**src/rtl/bus_pkg.sv**
```systemverilog
// Shared bus definitions: address/data widths and completion status codes.
package bus_pkg;

  localparam int unsigned ADDR_W = 8;
  localparam int unsigned DATA_W = 32;

  typedef enum logic [1:0] {
    RESP_OKAY   = 2'b00,
    RESP_SLVERR = 2'b10
  } resp_t;

endpackage

```
**src/rtl/bus_if.sv**
```systemverilog
// Single-outstanding request/ready transaction bus.
interface bus_if;

  logic                       valid;
  logic                       wr_en;
  logic [bus_pkg::ADDR_W-1:0] addr;
  logic [bus_pkg::DATA_W-1:0] wdata;
  logic                       ready;
  logic [bus_pkg::DATA_W-1:0] rdata;
  bus_pkg::resp_t             resp;

  modport slave (
    input  valid,
    input  wr_en,
    input  addr,
    input  wdata,
    output ready,
    output rdata,
    output resp
  );

  modport master (
    output valid,
    output wr_en,
    output addr,
    output wdata,
    input  ready,
    input  rdata,
    input  resp
  );

endinterface

```
**src/rtl/slave_regfile.sv**
```systemverilog
// DEPTH x DATA_W storage: one synchronous write port, one combinational read port,
// asynchronous active-low clear of every word.
module slave_regfile #(
  parameter int unsigned DEPTH  = 16,
  parameter int unsigned DATA_W = 32,
  parameter int unsigned IDX_W  = 4
) (
  input  logic              clk,
  input  logic              rst_n,
  input  logic              we,
  input  logic [IDX_W-1:0]  waddr,
  input  logic [DATA_W-1:0] wdata,
  input  logic [IDX_W-1:0]  raddr,
  output logic [DATA_W-1:0] rdata
);

  logic [DATA_W-1:0] mem_q [DEPTH];

  logic [31:0] waddr_ext;
  logic [31:0] raddr_ext;

  assign waddr_ext = 32'(waddr);
  assign raddr_ext = 32'(raddr);

  // Word storage with asynchronous clear; writes outside DEPTH are dropped.
  always_ff @(posedge clk or negedge rst_n) begin
    if (!rst_n) begin
      for (int i = 0; i < int'(DEPTH); i++) begin
        mem_q[i] <= '0;
      end
    end else if (we && (waddr_ext < DEPTH)) begin
      mem_q[waddr] <= wdata;
    end
  end

  // Combinational read; indices past DEPTH (non power-of-two depths) read as zero.
  always_comb begin
    rdata = '0;
    if (raddr_ext < DEPTH) begin
      rdata = mem_q[raddr];
    end
  end

endmodule

```
**src/rtl/bus_mem_slave.sv**
```systemverilog
// Memory-mapped storage slave: captures a request in IDLE, optionally waits
// WAIT_CYCLES cycles, then issues a one-cycle registered ready pulse with status.
module bus_mem_slave
  import bus_pkg::*;
#(
  parameter logic [ADDR_W-1:0] BASE_ADDR   = 8'h40,
  parameter int unsigned       DEPTH       = 16,
  parameter int unsigned       WAIT_CYCLES = 2
) (
  input  logic clk,
  input  logic rst_n,
  bus_if.slave bus
);

  typedef enum logic [1:0] {
    StIdle,
    StWait,
    StResp
  } state_t;

  localparam int unsigned IdxW     = (DEPTH > 1) ? $clog2(DEPTH) : 1;
  localparam logic [3:0]  WaitLoad = (WAIT_CYCLES > 0) ? 4'(WAIT_CYCLES - 1) : 4'd0;

  state_t              state_q, state_d;
  logic [3:0]          cnt_q, cnt_d;
  logic                wr_q, wr_d;
  logic [ADDR_W-1:0]   addr_q, addr_d;
  logic [DATA_W-1:0]   wdata_q, wdata_d;
  logic                ready_q, ready_d;
  logic [DATA_W-1:0]   rdata_q, rdata_d;
  resp_t               resp_q, resp_d;

  logic                complete;
  logic                req_wr;
  logic [ADDR_W-1:0]   req_addr;
  logic [DATA_W-1:0]   req_wdata;
  logic [ADDR_W-1:0]   index;
  logic                in_range;
  logic [DATA_W-1:0]   rf_rdata;

  // With zero wait states the request completes on the capturing edge, so the
  // decode must look at the live bus while idle and at the captured copy otherwise.
  always_comb begin
    req_wr    = wr_q;
    req_addr  = addr_q;
    req_wdata = wdata_q;
    if (state_q == StIdle) begin
      req_wr    = bus.wr_en;
      req_addr  = bus.addr;
      req_wdata = bus.wdata;
    end
  end

  // Address decode: unsigned offset from BASE_ADDR must land inside DEPTH.
  always_comb begin
    index    = req_addr - BASE_ADDR;
    in_range = (req_addr >= BASE_ADDR) && (32'(index) < DEPTH);
  end

  slave_regfile #(
    .DEPTH  (DEPTH),
    .DATA_W (DATA_W),
    .IDX_W  (IdxW)
  ) u_regfile (
    .clk   (clk),
    .rst_n (rst_n),
    .we    (complete && req_wr && in_range),
    .waddr (index[IdxW-1:0]),
    .wdata (req_wdata),
    .raddr (index[IdxW-1:0]),
    .rdata (rf_rdata)
  );

  // Next-state, capture and wait-counter logic.
  always_comb begin
    state_d  = state_q;
    cnt_d    = cnt_q;
    wr_d     = wr_q;
    addr_d   = addr_q;
    wdata_d  = wdata_q;
    complete = 1'b0;
    unique case (state_q)
      StIdle: begin
        if (bus.valid) begin
          wr_d    = bus.wr_en;
          addr_d  = bus.addr;
          wdata_d = bus.wdata;
          if (WAIT_CYCLES > 0) begin
            state_d = StWait;
            cnt_d   = WaitLoad;
          end else begin
            state_d  = StResp;
            complete = 1'b1;
          end
        end
      end
      StWait: begin
        // A dropped valid aborts even on the final wait cycle.
        if (!bus.valid) begin
          state_d = StIdle;
          cnt_d   = 4'd0;
        end else if (cnt_q == 4'd0) begin
          state_d  = StResp;
          complete = 1'b1;
        end else begin
          cnt_d = cnt_q - 4'd1;
        end
      end
      StResp: begin
        state_d = StIdle;
      end
      default: begin
        state_d = StIdle;
      end
    endcase
  end

  // Response registers are loaded only on the edge entering RESP, zero otherwise.
  always_comb begin
    ready_d = complete;
    rdata_d = '0;
    resp_d  = RESP_OKAY;
    if (complete) begin
      if (!in_range) begin
        resp_d = RESP_SLVERR;
      end else if (!req_wr) begin
        rdata_d = rf_rdata;
      end
    end
  end

  // State, captured request and registered outputs.
  always_ff @(posedge clk or negedge rst_n) begin
    if (!rst_n) begin
      state_q <= StIdle;
      cnt_q   <= 4'd0;
      wr_q    <= 1'b0;
      addr_q  <= '0;
      wdata_q <= '0;
      ready_q <= 1'b0;
      rdata_q <= '0;
      resp_q  <= RESP_OKAY;
    end else begin
      state_q <= state_d;
      cnt_q   <= cnt_d;
      wr_q    <= wr_d;
      addr_q  <= addr_d;
      wdata_q <= wdata_d;
      ready_q <= ready_d;
      rdata_q <= rdata_d;
      resp_q  <= resp_d;
    end
  end

  assign bus.ready = ready_q;
  assign bus.rdata = rdata_q;
  assign bus.resp  = resp_q;

endmodule

```
**src/flat_wrapper.sv**
```systemverilog
// flat-port wrapper written by rule: the top's interface ports become plain ports
module bus_mem_slave_flat import bus_pkg::*;
#(
  parameter logic [ADDR_W-1:0] BASE_ADDR   = 8'h40,
  parameter int unsigned       DEPTH       = 16,
  parameter int unsigned       WAIT_CYCLES = 2
)
  (clk, rst_n, bus_valid, bus_wr_en, bus_addr, bus_wdata, bus_ready, bus_rdata, bus_resp);
  bus_if bus_i ();
  input  logic clk;
  input  logic rst_n;
  input wire logic [$bits(bus_i.valid)-1:0] bus_valid;
  input wire logic [$bits(bus_i.wr_en)-1:0] bus_wr_en;
  input wire logic [$bits(bus_i.addr)-1:0] bus_addr;
  input wire logic [$bits(bus_i.wdata)-1:0] bus_wdata;
  output wire logic [$bits(bus_i.ready)-1:0] bus_ready;
  output wire logic [$bits(bus_i.rdata)-1:0] bus_rdata;
  output wire logic [$bits(bus_i.resp)-1:0] bus_resp;
  assign bus_i.valid = bus_valid;
  assign bus_i.wr_en = bus_wr_en;
  assign bus_i.addr = bus_addr;
  assign bus_i.wdata = bus_wdata;
  assign bus_ready = bus_i.ready;
  assign bus_rdata = bus_i.rdata;
  assign bus_resp = bus_i.resp;
  bus_mem_slave #(.BASE_ADDR(BASE_ADDR), .DEPTH(DEPTH), .WAIT_CYCLES(WAIT_CYCLES)) u_core (.clk(clk), .rst_n(rst_n), .bus(bus_i));
endmodule
```
**config.mk**
```make
export PLATFORM = sky130hd
export DESIGN_NAME = bus_mem_slave_flat
export DESIGN_NICKNAME = d
export VERILOG_FILES = /design/src/rtl/bus_pkg.sv /design/src/rtl/bus_if.sv /design/src/rtl/slave_regfile.sv /design/src/rtl/bus_mem_slave.sv /design/src/flat_wrapper.sv
export SDC_FILE = /design/constraint.sdc
export NUM_CORES = 1
export LEC_CHECK = 0
export BUFFER_PORTS_ARGS = -buffer_cell sky130_fd_sc_hd__buf_2
export CORE_MARGIN = 2
export CORE_UTILIZATION = 62
export CTS_CLUSTER_DIAMETER = 150
export DETAILED_ROUTE_END_ITERATION = 7
export PLACE_DENSITY_LB_ADDON = 0.3
export SLEW_MARGIN = 30
export SYNTH_ARGS = -nofsm -noshare
export SYNTH_HDL_FRONTEND = slang
export SYNTH_HIERARCHICAL = 1
export SYNTH_SLANG_ARGS = --single-unit
```
**constraint.sdc**
```tcl
create_clock -name clk -period 3.22 [get_ports clk]
set_input_delay 0.644 -clock clk [delete_from_list [all_inputs] [get_ports clk]]
set_output_delay 0.644 -clock clk [all_outputs]
set_load 0.01 [all_outputs]
```
==> qor.yml <==
outcome: "completed"
dp_cells: 2192
die_area_um2: 44090
crit_slowest_cell: "nor2b_4"
nFillCells: 2687
routedWlPerCell_um: 26.38
h-tree-depth: 2
synth-seq-cells: 593
initial_utilization: 0.6271
drt_pre_antenna_iters: 7
hold_class: "input pin to asynchronous set/reset pin"
fin_crit_sh: 0.9268
fin_tns_setup_ps: 0
core_um2: 41950
rsz0062_at_grt: "no"
drc: 0
synth_nets: 1693
dp_hpwl_mm: 35.74
cts_sinks: 593
reg2reg_from: "u_core/state_q[1]"
grt_use_total: 0.2865
final_hold_viol_count: 0
finalSetupViolCount: 0
synth_cell_types: 41
powerDensity_nw_per_um2: 680.4
post_cts_buffers: 0
antenna_left: 0
met3WireLength_mm: 3.311
synth_edf_count: 0
cpPeakStageDelay_ps: 680
worst_pin_slew_ps: 1038
vias_per_cell: 6.473
first_global_vias: 16390
post_cts_resized: 0
vdd_drop_max_uv: 583.8
place.gp.congestion: 0.7639
required_ps: 3760
postCtsHoldBufs: 0
path_cells: "nor2_8 > mux2_2 > nor2b_4 > buf_4 > a22oi_1 > nand2_1 > and3_1"
fmax_mhz: 335.1
cp_max_fo: 18
die_y_um: 210.0
overflow: 0
cts_made_buffers: 59
grt_max_degree: 68
ys_seq_area_frac: 0.5641
cts_buffer_depth: 3
row_count: 75
nets: 1759
routed.top_layer: "met4"
fin_hold_ws_ps: 20.26
area_delta_synth_final_pct: 12.64
crit_type: "register to register"
fin_skew_ps: 28.33
p_leak_nw: 14.57
power_mw: 20.16
syn_area_um2: 26310
drive_gt1_frac: 0.5537
placed_area_um2: 27600
drv_cap: 0
startpoint_type: "register"
fin_area_um2: 29630
synthCells: 1648
min_period_ps: 2984
dr_wl_met2_mm: 29.95
ys_warn_count: 6
synth_flop_cell: "dfrtp_1"
cts_tree: "done"
wirelength_mm: 60.68
clk_pin_slew_ps: 60
stdcell_count: 2300
critical_path.startpoint: "u_core/state_q[1]"
grt_pass1_wl_mm: 95.33
antenna_found_initial: 0
critical_path.endpoint_type: "register"
m1WireLength_mm: 25.40
async_flop_share: 1.000
drtIter0Drc: 1052
crit_arrival_ps: 3520
io_pins: 79
cts_root_buf: "clkbuf_16"
diodes: 0
die_width_um: 210.0
max_slew_margin: 0.3078
route.vias.total: 14890
slew_violations: 0
avgSynthCellArea_um2: 15.96
portBuffers: 77
clk_latency_ps: 630
sequential cells by signal, summed over array words and instances, names as in the netlist:
register / cells
u_core/wdata_q: 32
u_core/bus.rdata: 32
u_core/u_regfile/mem_q: 512
u_core/cnt_q: 4
u_core/state_q: 2
u_core/wr_q: 1
u_core/addr_q: 8
u_core/bus.resp: 1
u_core/bus.ready: 1
area by class of cell:
class                      count  area [µm²]  area share
tap                          539       674.4     0.02276
clock buffer                  96        1877     0.06334
timing repair buffer         148        1179     0.03978
clock inverter                12       152.6    0.005152
sequential                   593       14840      0.5008
multi-input combinational    908       10890      0.3677
inverter                       4       15.01   0.0005067
cells in the final DEF (no fill, tap or decap), drive strengths merged, types with 8 or more instances in the layout:
master | Yosys | routed
clkbuf | 61 | 96
mux4 | 128 | 128
buf | 82 | 148
nand2 | 38 | 38
nor2 | 9 | 9
mux2 | 589 | 589
nor3 | 8 | 8
a22oi | 64 | 64
and3 | 35 | 35
dfrtp | 593 | 593
cell usage after synthesis, drive strengths merged, types with 2 or more instances:
cell | instances | area (µm²)
nand2b | 4 | 32.53
and3 | 35 | 221.5
nor3 | 8 | 40.04
clkbuf | 61 | 229.0
mux4 | 128 | 2883
a21oi | 4 | 20.02
inv | 4 | 15.01
mux2i | 2 | 23.77
nor2 | 9 | 57.56
nand3 | 3 | 15.01
buf | 82 | 479.2
nor2b | 3 | 18.77
nand3b | 2 | 15.01
or3 | 2 | 12.51
o21ai | 2 | 10.01
a22oi | 64 | 480.5
dfrtp | 593 | 14840
and2b | 2 | 15.01
or4 | 2 | 15.01
nand2 | 38 | 142.6
mux2 | 589 | 6633
routing by layer:
| metal | up-vias | track usage |
|---|---|---|
| met2 | 445 | 0.4741 |
| met3 | 125 | 0.05125 |
| met5 | - | 0 |
| met1 | 8074 | 0.3878 |
| met4 | 0 | 0.1034 |
| li1 | 6244 | - |
worst paths after layout:
path                                               end  slack, ps  depth (start not counted)
setup / recovery                  u_core/bus.rdata[29]        240                          7
hold / removal                       u_core/wdata_q[1]         20                          1
setup reg to reg                  u_core/bus.rdata[29]        240                          7
hold reg to reg                      u_core/wdata_q[0]        480                          1
max in group asynchronous  u_core/u_regfile/mem_q[287]       2250                          3
min in group clk                    u_core/wdata_q[14]        250                          2
per-stage QoR:
step	worst slack, ps	utilization
4_1_cts	265.5	0.7064
2_1_floorplan	474.4	-
5_1_grt	87.34	0.7064
6_report	235.7	0.7064
3_3_place_gp	330.3	0.6580
3_5_place_dp	283.1	0.6580
logic make-up (layout without fill, tap and decap cells):
| family | Yosys count | in the layout | share of synthesized area |
|---|---|---|---|
| fa+ha+maj | 1 | 1 | 0.0004756 |
| compound gates | 72 | 72 | 0.02007 |
| flops | 593 | 593 | 0.5641 |
| other cells | 1 | 1 | 0.0001426 |
| buf+inv | 147 | 260 | 0.02749 |
| mux | 719 | 719 | 0.3626 |
| simple gates | 115 | 115 | 0.02507 |
critical path: cells and delay by family, from the launching register on:
| family | cells | cell delay [ps] |
|---|---|---|
| buffers and inverters | 1 | 430 |
| AOI/OAI and AO/OA | 1 | 140 |
| and+or+nand+nor | 4 | 1290 |
| muxes | 1 | 510 |
| DFF | 1 | 520 |
report_power, final:
group          switching (mW)  leakage, nW  internal (mW)  total (mW)
logic                    3.03         5.39           1.77        4.80
registers               0.299         8.18           8.00        8.30
clock network            2.87         1.00           4.20        7.06
total                    6.20         14.6           14.0        20.2
Power figures use the tool's default switching activity.
